**config.mk**
```make
export PLATFORM = sky130hd
export DESIGN_NAME = duck_flight_ctl
export DESIGN_NICKNAME = d
export VERILOG_FILES = /design/src/rtl/duck_flight_pkg.sv /design/src/rtl/duck_lfsr16.sv /design/src/rtl/duck_flight_ctl.sv
export SDC_FILE = /design/constraint.sdc
export NUM_CORES = 1
export LEC_CHECK = 0
export CELL_PAD_IN_SITES_DETAIL_PLACEMENT = 0
export CELL_PAD_IN_SITES_GLOBAL_PLACEMENT = 2
export CORE_MARGIN = 2
export CORE_UTILIZATION = 32
export CTS_CLUSTER_SIZE = 25
export DETAILED_ROUTE_END_ITERATION = 6
export GPL_TIMING_DRIVEN = 0
export HOLD_SLACK_MARGIN = 0.02
export PLACE_DENSITY_LB_ADDON = 0.1
export SYNTH_ARGS = -nofsm -noshare
export SYNTH_HDL_FRONTEND = slang
export SYNTH_SLANG_ARGS = --single-unit
export TNS_END_PERCENT = 1
```
**constraint.sdc**
```tcl
create_clock -name clk -period 2.4 [get_ports clk]
set_input_delay 0.36 -clock clk [delete_from_list [all_inputs] [get_ports clk]]
set_output_delay 0.36 -clock clk [all_outputs]
set_load 0.05 [all_outputs]
```
**src/rtl/duck_flight_pkg.sv**
```systemverilog
// Shared types for the duck flight controller: FSM state encoding and LFSR taps.
package duck_flight_pkg;

   typedef enum logic [2:0] {
      IDLE   = 3'd0,
      SPAWN  = 3'd1,
      FLY    = 3'd2,
      SHOT   = 3'd3,
      FALL   = 3'd4,
      ESCAPE = 3'd5
   } duck_state_e;

   // Galois right-shift form of x^16 + x^14 + x^13 + x^11 + 1
   localparam logic [15:0] LFSR_TAPS = 16'hB400;

endpackage

```
**src/rtl/duck_lfsr16.sv**
```systemverilog
// Free-running 16-bit Galois LFSR with enable; shared source of pseudo-random spawn data.
module duck_lfsr16
   import duck_flight_pkg::*;
#(
   parameter logic [15:0] SEED = 16'hACE1
) (
   input  logic        clk,
   input  logic        rst,
   input  logic        en,
   output logic [15:0] lfsr_q
);

   logic [15:0] lfsr_d;

   always_comb begin
      lfsr_d = lfsr_q;
      if (en) begin
         lfsr_d = {1'b0, lfsr_q[15:1]} ^ (lfsr_q[0] ? LFSR_TAPS : 16'h0000);
      end
   end

   always_ff @(posedge clk) begin
      if (rst) begin
         lfsr_q <= SEED;
      end else begin
         lfsr_q <= lfsr_d;
      end
   end

endmodule

```
**src/rtl/duck_flight_ctl.sv**
```systemverilog
// Duck position generator: spawn, fly with edge bounces, shot/fall, escape on timeout.
//   state  | meaning
//   IDLE   | no duck; waits for a hunt_start rising edge
//   SPAWN  | one cycle: place duck at random x on the grass line
//   FLY    | moves diagonally each tick, bounces off screen edges
//   SHOT   | frozen for SHOT_TICKS ticks after a hit
//   FALL   | drops to the grass line, then pulses duck_fell
//   ESCAPE | rises straight up to the top edge, then pulses duck_escaped
module duck_flight_ctl
   import duck_flight_pkg::*;
#(
   parameter int          MOVE_DIV   = 650_000,
   parameter int          SCREEN_W   = 1024,
   parameter int          DUCK_W     = 64,
   parameter int          DUCK_H     = 64,
   parameter int          GROUND_Y   = 600,
   parameter int          SPEED      = 4,
   parameter int          FALL_SPEED = 8,
   parameter int          FLY_TICKS  = 500,
   parameter int          SHOT_TICKS = 30,
   parameter logic [15:0] LFSR_SEED  = 16'hACE1
) (
   input  logic        clk,
   input  logic        rst,
   input  logic        game_enable,
   input  logic        hunt_start,
   input  logic        duck_hit,
   output logic [11:0] duck_xpos,
   output logic [11:0] duck_ypos,
   output logic        duck_visible,
   output logic        duck_dir_right,
   output logic [2:0]  duck_state,
   output logic        duck_escaped,
   output logic        duck_fell
);

   localparam logic [11:0] XMAX     = 12'(SCREEN_W - DUCK_W);
   localparam logic [11:0] YMAX     = 12'(GROUND_Y - DUCK_H);
   localparam logic [11:0] SPD      = 12'(SPEED);
   localparam logic [11:0] FALL_SPD = 12'(FALL_SPEED);
   localparam int TCW = (MOVE_DIV > 1) ? $clog2(MOVE_DIV) : 1;
   localparam int FCW = ($clog2(FLY_TICKS + 1) > 5) ? $clog2(FLY_TICKS + 1) : 5;
   localparam int SCW = (SHOT_TICKS > 1) ? $clog2(SHOT_TICKS) : 1;
   localparam logic [TCW-1:0] TICK_LOAD = TCW'(MOVE_DIV - 1);
   localparam logic [SCW-1:0] SHOT_LOAD = SCW'(SHOT_TICKS - 1);
   localparam logic [FCW-1:0] FLY_LAST  = FCW'(FLY_TICKS - 1);

   duck_state_e    state_q, state_d;
   logic [11:0]    x_q, x_d, y_q, y_d;
   logic           right_q, right_d, up_q, up_d;
   logic           visible_q, visible_d;
   logic           escaped_q, escaped_d, fell_q, fell_d;
   logic           hunt_prev_q, hunt_prev_d;
   logic [TCW-1:0] tick_cnt_q, tick_cnt_d;
   logic [FCW-1:0] fly_cnt_q, fly_cnt_d;
   logic [SCW-1:0] shot_cnt_q, shot_cnt_d;
   logic           tick, right_n;
   logic [15:0]    lfsr_q;
   logic [11:0]    spawn_raw, spawn_x;
   logic           lfsr_unused;

   duck_lfsr16 #(.SEED(LFSR_SEED)) u_lfsr (
      .clk    (clk),
      .rst    (rst),
      .en     (1'b1),
      .lfsr_q (lfsr_q)
   );

   assign lfsr_unused = ^lfsr_q[15:11];
   assign spawn_raw   = {2'b00, lfsr_q[9:0]};
   assign spawn_x     = (spawn_raw > XMAX) ? spawn_raw - 12'd512 : spawn_raw;

   // Movement timer reloads in IDLE so the first tick lands MOVE_DIV cycles after SPAWN.
   assign tick = (state_q != IDLE) && (tick_cnt_q == '0);

   always_comb begin
      state_d     = state_q;
      x_d         = x_q;
      y_d         = y_q;
      right_d     = right_q;
      up_d        = up_q;
      fly_cnt_d   = fly_cnt_q;
      shot_cnt_d  = shot_cnt_q;
      escaped_d   = 1'b0;
      fell_d      = 1'b0;
      right_n     = right_q;
      hunt_prev_d = hunt_start;
      if (state_q == IDLE || tick_cnt_q == '0) begin
         tick_cnt_d = TICK_LOAD;
      end else begin
         tick_cnt_d = tick_cnt_q - TCW'(1);
      end

      if (!game_enable) begin
         state_d = IDLE;
      end else begin
         case (state_q)
            IDLE: begin
               if (hunt_start && !hunt_prev_q) state_d = SPAWN;
            end
            SPAWN: begin
               x_d       = spawn_x;
               y_d       = YMAX;
               right_d   = lfsr_q[10];
               up_d      = 1'b1;
               fly_cnt_d = '0;
               state_d   = FLY;
            end
            FLY: begin
               if (duck_hit) begin
                  shot_cnt_d = SHOT_LOAD;
                  state_d    = SHOT;
               end else if (tick) begin
                  if (right_q) begin
                     if (x_q + SPD > XMAX) begin
                        x_d     = XMAX;
                        right_n = 1'b0;
                     end else begin
                        x_d = x_q + SPD;
                     end
                  end else if (x_q < SPD) begin
                     x_d     = '0;
                     right_n = 1'b1;
                  end else begin
                     x_d = x_q - SPD;
                  end
                  if (up_q) begin
                     if (y_q < SPD) begin
                        y_d  = '0;
                        up_d = 1'b0;
                     end else begin
                        y_d = y_q - SPD;
                     end
                  end else if (y_q + SPD > YMAX) begin
                     y_d  = YMAX;
                     up_d = 1'b1;
                  end else begin
                     y_d = y_q + SPD;
                  end
                  right_d   = (fly_cnt_q[4:0] == 5'd31) ? (right_n ^ lfsr_q[0]) : right_n;
                  fly_cnt_d = fly_cnt_q + FCW'(1);
                  if (fly_cnt_q == FLY_LAST) state_d = ESCAPE;
               end
            end
            SHOT: begin
               if (tick) begin
                  if (shot_cnt_q == '0) begin
                     state_d = FALL;
                  end else begin
                     shot_cnt_d = shot_cnt_q - SCW'(1);
                  end
               end
            end
            FALL: begin
               if (tick) begin
                  if (y_q + FALL_SPD >= YMAX) begin
                     y_d     = YMAX;
                     fell_d  = 1'b1;
                     state_d = IDLE;
                  end else begin
                     y_d = y_q + FALL_SPD;
                  end
               end
            end
            ESCAPE: begin
               if (tick) begin
                  if (y_q < SPD) begin
                     y_d       = '0;
                     escaped_d = 1'b1;
                     state_d   = IDLE;
                  end else begin
                     y_d = y_q - SPD;
                  end
               end
            end
            default: state_d = IDLE;
         endcase
      end
      visible_d = (state_d != IDLE);
   end

   always_ff @(posedge clk) begin
      if (rst) begin
         state_q     <= IDLE;
         x_q         <= '0;
         y_q         <= '0;
         right_q     <= 1'b0;
         up_q        <= 1'b0;
         visible_q   <= 1'b0;
         escaped_q   <= 1'b0;
         fell_q      <= 1'b0;
         hunt_prev_q <= 1'b0;
         tick_cnt_q  <= TICK_LOAD;
         fly_cnt_q   <= '0;
         shot_cnt_q  <= '0;
      end else begin
         state_q     <= state_d;
         x_q         <= x_d;
         y_q         <= y_d;
         right_q     <= right_d;
         up_q        <= up_d;
         visible_q   <= visible_d;
         escaped_q   <= escaped_d;
         fell_q      <= fell_d;
         hunt_prev_q <= hunt_prev_d;
         tick_cnt_q  <= tick_cnt_d;
         fly_cnt_q   <= fly_cnt_d;
         shot_cnt_q  <= shot_cnt_d;
      end
   end

   assign duck_xpos      = x_q;
   assign duck_ypos      = y_q;
   assign duck_visible   = visible_q;
   assign duck_dir_right = right_q;
   assign duck_state     = state_q;
   assign duck_escaped   = escaped_q;
   assign duck_fell      = fell_q;

endmodule

```
* Word-level counts from Yosys, hierarchy flattened *
Index checks and enable logic that the tools add are counted.

word-level totals
  register bits = 83
  bits of input ports = 5
  bits in read-only memories = 0
  bits in latches = 0
  memory bits (writable) = 0
  memories = 0
  output and inout bits = 31
  logic and storage cells = 121

operators by class
  shifts and indexed selects = 0
  bitwise operators = 6
  muxes and demuxes = 55
  multiply operators = 0
  reductions and logical operators = 18
  $add $sub $neg = 9
  $lt $le $gt $ge = 6
  div/mod/pow operators = 0
  equal/unequal tests = 14

operator list
  kind                    count
  $mux 12                 14
  $pmux 12 s4             1
  $mux 3                  11
  $add 12x3->12 const B   2
  $gt 12x10->1 const B    2
  $lt 12x3->1 const B     2
  $pmux 12 s2             1
  $sub 12x3->12 const B   2
  $logic_not 20->1        1
  $sub 20x1->20 const B   1
  $mux 9                  2
  $pmux 3 s6              1
  $pmux 9 s2              1
  $mux 1                  17
  $mux 16                 1
  $xor 15x16->16          1
  $mux 5                  3
  $ne 2x2->1 const B      7
  $add 12x4->12 const B   1
  $ge 12x10->1 const B    1
  $sub 10x10->11 const B  1
  $gt 10x10->1 const B    1
  $pmux 5 s2              1
  $add 9x1->9 const B     1
  other kinds (22)        32

* Logic depth before layout (Yosys ltp) *
  word-level depth = 13
  gate-level depth with buffers = 10
  depth with buffers taken out = 9

* Cells and area by module *
From an unflattened synthesis, not the netlist that was laid out.

second synthesis, totals
  cell total of the unflattened synthesis = 686
  area, all modules = 5242.5 µm²

by module, submodules not included
  module           seq. area each (µm²)  area each (µm²)  cells an instance  times used
  duck_flight_ctl  1341.3                4613.2           630                1
  duck_lfsr16      320.3                 629.4            56                 1

* Worst setup path after synthesis *
Ideal clock, no wire load.

  path type = reg2reg
  start point = register x_q[2], in the netlist duck_xpos[2]
  end point = register x_q[5], in the netlist duck_xpos[5]
  arrival = 2689 ps
  clock period less this slack = 2775 ps
  required time = 2314 ps
  path buffers = 0
  cell stages (with the launch flop) = 9
  setup slack = -375 ps
  setup time = 86 ps
  path through = dfxtp_1 -> ha_1 -> or4b_2 -> o31ai_1 -> a22oi_1 -> a32oi_1 -> and2_1 -> a221oi_1 -> a211oi_1

between the ends
  cells in the longest elaborated chain, start to end = 7
  elaborated cells on any way between the ends = 10
  those cells by class = 2 x add/sub; 2 x order compare; 6 x mux

ends and longest elaborated chain
  what                      line                                            source
  start: declaration        duck_flight_ctl.sv:49                           logic [11:0] x_q, x_d, y_q, y_d;
  start signal: assignment  duck_flight_ctl.sv:185                          x_q <= '0;
  start signal: assignment  duck_flight_ctl.sv:198                          x_q <= x_d;
  $add 12x3->12             duck_flight_ctl.sv:115, duck_flight_ctl.sv:119
  $gt 12x10->1              duck_flight_ctl.sv:115                          if (x_q + SPD > XMAX) begin
  $mux 12                   duck_flight_ctl.sv:115
  $mux 12 (*)               duck_flight_ctl.sv:114                          if (right_q) begin
  $mux 12 (*)               duck_flight_ctl.sv:113                          end else if (tick) begin
  $mux 12 (*)               duck_flight_ctl.sv:110                          if (duck_hit) begin
  $pmux 12 s2 (*)           duck_flight_ctl.sv:97                           case (state_q)

Every way passes the cells marked *; elsewhere a longest branch is shown, timed or not. The select of a mux whose other input is x is not followed.
A chain may end at the register's enable or synchronous reset.

* Worst setup path after layout *
  start point = register tick_cnt_q[13]
  end point = register fly_cnt_q[6]

between the ends
  cells in the longest elaborated chain, start to end = 4

ends and longest elaborated chain
  what                               line                    source
  start: declaration                 duck_flight_ctl.sv:54   logic [TCW-1:0] tick_cnt_q, tick_cnt_d;
  start signal: assignment           duck_flight_ctl.sv:206  tick_cnt_q <= tick_cnt_d;
  $logic_not 20->1                   duck_flight_ctl.sv:74   assign tick = (state_q != IDLE) && (tick_cnt_q == '0);
  $logic_and 1x1->1                  duck_flight_ctl.sv:74
  $ne 2x2->1 (no source line)        --
  $reduce_and 4->1 (no source line)  --
  end signal: assignment             duck_flight_ctl.sv:207  fly_cnt_q <= fly_cnt_d;
  end: declaration                   duck_flight_ctl.sv:55   logic [FCW-1:0] fly_cnt_q, fly_cnt_d;

No other way between the ends.

==> parameters.txt <==
Parameter                              Value

Outcome
  Status    finished with violations
  Violated checks    negative setup slack

Global routing
  Total grt overflow    0
  Total routing usage reported by global routing    19.3%
  Number of antenna violations at the first check in global routing    0
  Maximum number of pins on one net before global-route repair    14
  Vias in the first global route    4,724
  Wire length of the first global-routing pass    25.2 mm

Yosys
  Total of flip-flops plus latches after synthesis    83
  Count leader, synth    sky130_fd_sc_hd__dfxtp_1
  Cells taking the most area after synthesis    sky130_fd_sc_hd__dfxtp_1 (33%), sky130_fd_sc_hd__xnor2_1 (5.7%), sky130_fd_sc_hd__nor2_1 (5.5%)
  Area share of the leading cell type in the synthesized netlist    33.0%
  Combinational family with the most area after synthesis    simple AND/OR/NAND/NOR gates
  Post-synthesis share of cell area spent on xor and xnor gates    just over 9%
  Distinct cell type count after synthesis    between 60 and 70
  Ys flop type    sky130_fd_sc_hd__dfxtp_1
  Post-synth net total    ~660
  Share of async-settable or async-resettable flops after synthesis    0%
  Synth Area in Simple Gates    around 30%
  Proportion of synthesized area in mux cells    0.597%
  Area fraction in compound gates after synthesis    around 18%
  Leading area contributor after synthesis    sky130_fd_sc_hd__dfxtp_1
  Synthesis Warnings    0
  Netlist area before placement    approximately 5000 µm²
  Adder and majority cell fraction of the synthesized area    under 10%
  Sequential cell area fraction in the yosys report    33.0%
  Most used standard cells in the synthesized netlist    sky130_fd_sc_hd__dfxtp_1 (83), sky130_fd_sc_hd__nor2_1 (74), sky130_fd_sc_hd__nand2_1 (56)
  Synthesized area per cell    about 7.9 µm²
  Gate count of the mapped netlist    635
  EDFF count, synth    0

Clocking
  Longest Clk Path Bufs    2
  Cts hold-fix bufs    0
  CTS buffer count    9
  CTS Root Buffer Type    sky130_fd_sc_hd__clkbuf_16
  # H-tree levels    3
  Clock-pin slew on the worst setup and hold paths    about 60 ps
  Later-pin clock latency in the skew report    roughly 340 ps
  Clock sink count    83
  CTS tree    done

STA
  Final critical-path share of the clock period    109%
  Setup-failing EPs final    27
  Fin. max-slew vios    0
  Fmax    roughly 0.38 GHz
  Final-report hold violation count    0
  Normalized max-slew margin    between 30 and 40%
  Worst-margin pin slew    ~940 ps
  Worst Hold Slack    ~410 ps
  Setup repair after global routing missed its margin    true
  Final worst setup slack    -212 ps
  Final worst clock skew    between 8 and 9 ps
  Setup TNS    -2750 ps
  Final critical path time including I/O delays and setup    approximately 2600 ps

Critical path
  Critical Path Fanout Max    8
  Critical path data required time    2620 ps
  Critical path class    reg -> reg
  Launching element type of the critical path    flop
  Data arrival at the endpoint of the critical path    approximately 2800 ps
  Kind of end point of the critical path    flop

Placement
  Gp weighted congestion    about 0.8
  Pre-CTS worst setup slack    -712 ps
  Post-DP HPWL    11.4 mm
  Placed insts    around 900
  Number of I/O port buffers    34

Die
  Die area    about 17,000 µm²
  Die Height    roughly 130 µm
  I/O pin count    36
  Placeable core area    15,300 µm²
  Standard-cell rows    45
  Starting density of the core    33.0%
  Die Span X    129 µm

Power
  Max VDD drop    around 0.33 mV
  Static Leakage    about 2.3 nW
  Total power divided by cell area    roughly 500 nW/µm²

Detailed routing
  Detail-routed net length per standard cell    17.3 µm
  Vias per inst    5.36
  Iteration-0 DRC Markers    231
  Post-detailed-routing wire length    around 16 mm
  DRC violations left    0
  Post-route ant nets    0
  Iteration count of the initial detailed-routing pass    5
  Total number of vias    4,843

Hold path
  Worst min-delay path class    reg -> reg

Cells and area
  # diodes    0
  Share of final-layout standard cells stronger than drive strength 1    between 10% and 20%
  Final core utilization    41.8%
  Final-stage net count    709
  Synth-to-layout area growth    26.7%
  Layout Cells excl Fill    between 900 and 1,000

Flow run
  # Max-Cap Violations    0
## placed cells by master, fill, tap and decap left out, types with 13 or more instances in the layout
cell type                         synthesis  final
sky130_fd_sc_hd__xnor2_1                 33     33
sky130_fd_sc_hd__nand2_1                 56     55
sky130_fd_sc_hd__nor2_1                  74     72
sky130_fd_sc_hd__a21oi_1                 32     31
sky130_fd_sc_hd__a31oi_1                 16     13
sky130_fd_sc_hd__nand3_1                 23     22
sky130_fd_sc_hd__clkbuf_1                26     15
sky130_fd_sc_hd__ha_1                    16     14
sky130_fd_sc_hd__clkdlybuf4s50_1          0     34
sky130_fd_sc_hd__nor3_1                  25     20
sky130_fd_sc_hd__xor2_1                  19     19
sky130_fd_sc_hd__dfxtp_1                 83     71
sky130_fd_sc_hd__o21ai_0                 20     19
sky130_fd_sc_hd__inv_1                   21     21
## path summary, 6_finish.rpt
kind	start	to	slack (ps)	cells after the start
max	tick_cnt_q[13]$_SDFF_PP1_	fly_cnt_q[6]$_SDFFE_PP0P_	-210	8
min	tick_cnt_q[0]$_SDFF_PP1_	tick_cnt_q[0]$_SDFF_PP1_	410	1
max reg2reg	tick_cnt_q[13]$_SDFF_PP1_	fly_cnt_q[6]$_SDFFE_PP0P_	-210	8
min reg2reg	tick_cnt_q[0]$_SDFF_PP1_	tick_cnt_q[0]$_SDFF_PP1_	410	1
## repair_timing
action	4_1_cts	5_1_grt
endpoints found under the setup margin	63	50
gates resized for setup	49	9
buffers inserted	9	0
cloned	1	0
pin swaps	10	0
## cell families after synthesis
group           count (synthesis)
simple gates                  290
compound gates                133
flops                          83
buf+inv                        58
xor+xnor                       52
fa+ha+maj                      16
mux                             3
## power breakdown
| part | leakage [nW] | switching, W | internal (W) |
|---|---|---|---|
| clock network | 0.153 | 0.000580 | 0.000862 |
| registers | 0.680 | 0.0000255 | 0.00141 |
| logic | 1.46 | 0.000207 | 0.000130 |
## sequential cells by signal, summed over array words and instances (netlist names)
signal / cells
duck_fell: 1
duck_visible: 1
duck_ypos: 12
u_lfsr.lfsr_q: 16
tick_cnt_q: 20
duck_xpos: 12
fly_cnt_q: 9
duck_dir_right: 1
hunt_prev_q: 1
duck_escaped: 1
shot_cnt_q: 5
duck_state: 3
up_q: 1
## per-layer routing
metal | up-vias | global-route usage, % | routed length, µm
met3 | 18 | 3.30 | 445
met5 | - | 0 | 0
met2 | 89 | 32.5 | 7360
met4 | 0 | 5.18 | 229
li1 | 2390 | - | -
met1 | 2346 | 25.6 | 7600
## layout make-up
class / instances / area, µm²
Fill cell: 1572 / 8880
Clock buffer: 12 / 256
Buffer: 35 / 218
Tap cell: 211 / 264
Sequential cell: 83 / 1680
Clock inverter: 4 / 48.8
Timing Repair Buffer: 44 / 428
Inverter: 21 / 78.8
Multi-Input combinational cell: 494 / 3400
## worst max-delay path, stage by stage, from the launching register on
cell                      delay (ps)
sky130_fd_sc_hd__dfxtp_2         330
sky130_fd_sc_hd__or4_4           570
sky130_fd_sc_hd__or4_4           530
sky130_fd_sc_hd__or3_1           350
sky130_fd_sc_hd__buf_6           140
sky130_fd_sc_hd__a21oi_4         180
sky130_fd_sc_hd__and4_1          220
sky130_fd_sc_hd__xnor2_1         120
sky130_fd_sc_hd__nor2_1           50
## stage by stage
stage,cell area (µm²),total power [W]
floorplan,5110,0.00168
global placement,5710,0.00178
detailed placement,5720,0.00178
CTS,6340,0.00326
global route,6380,0.00335
finish,6380,0.00321
No activity file was read; power rests on OpenSTA's default activity.
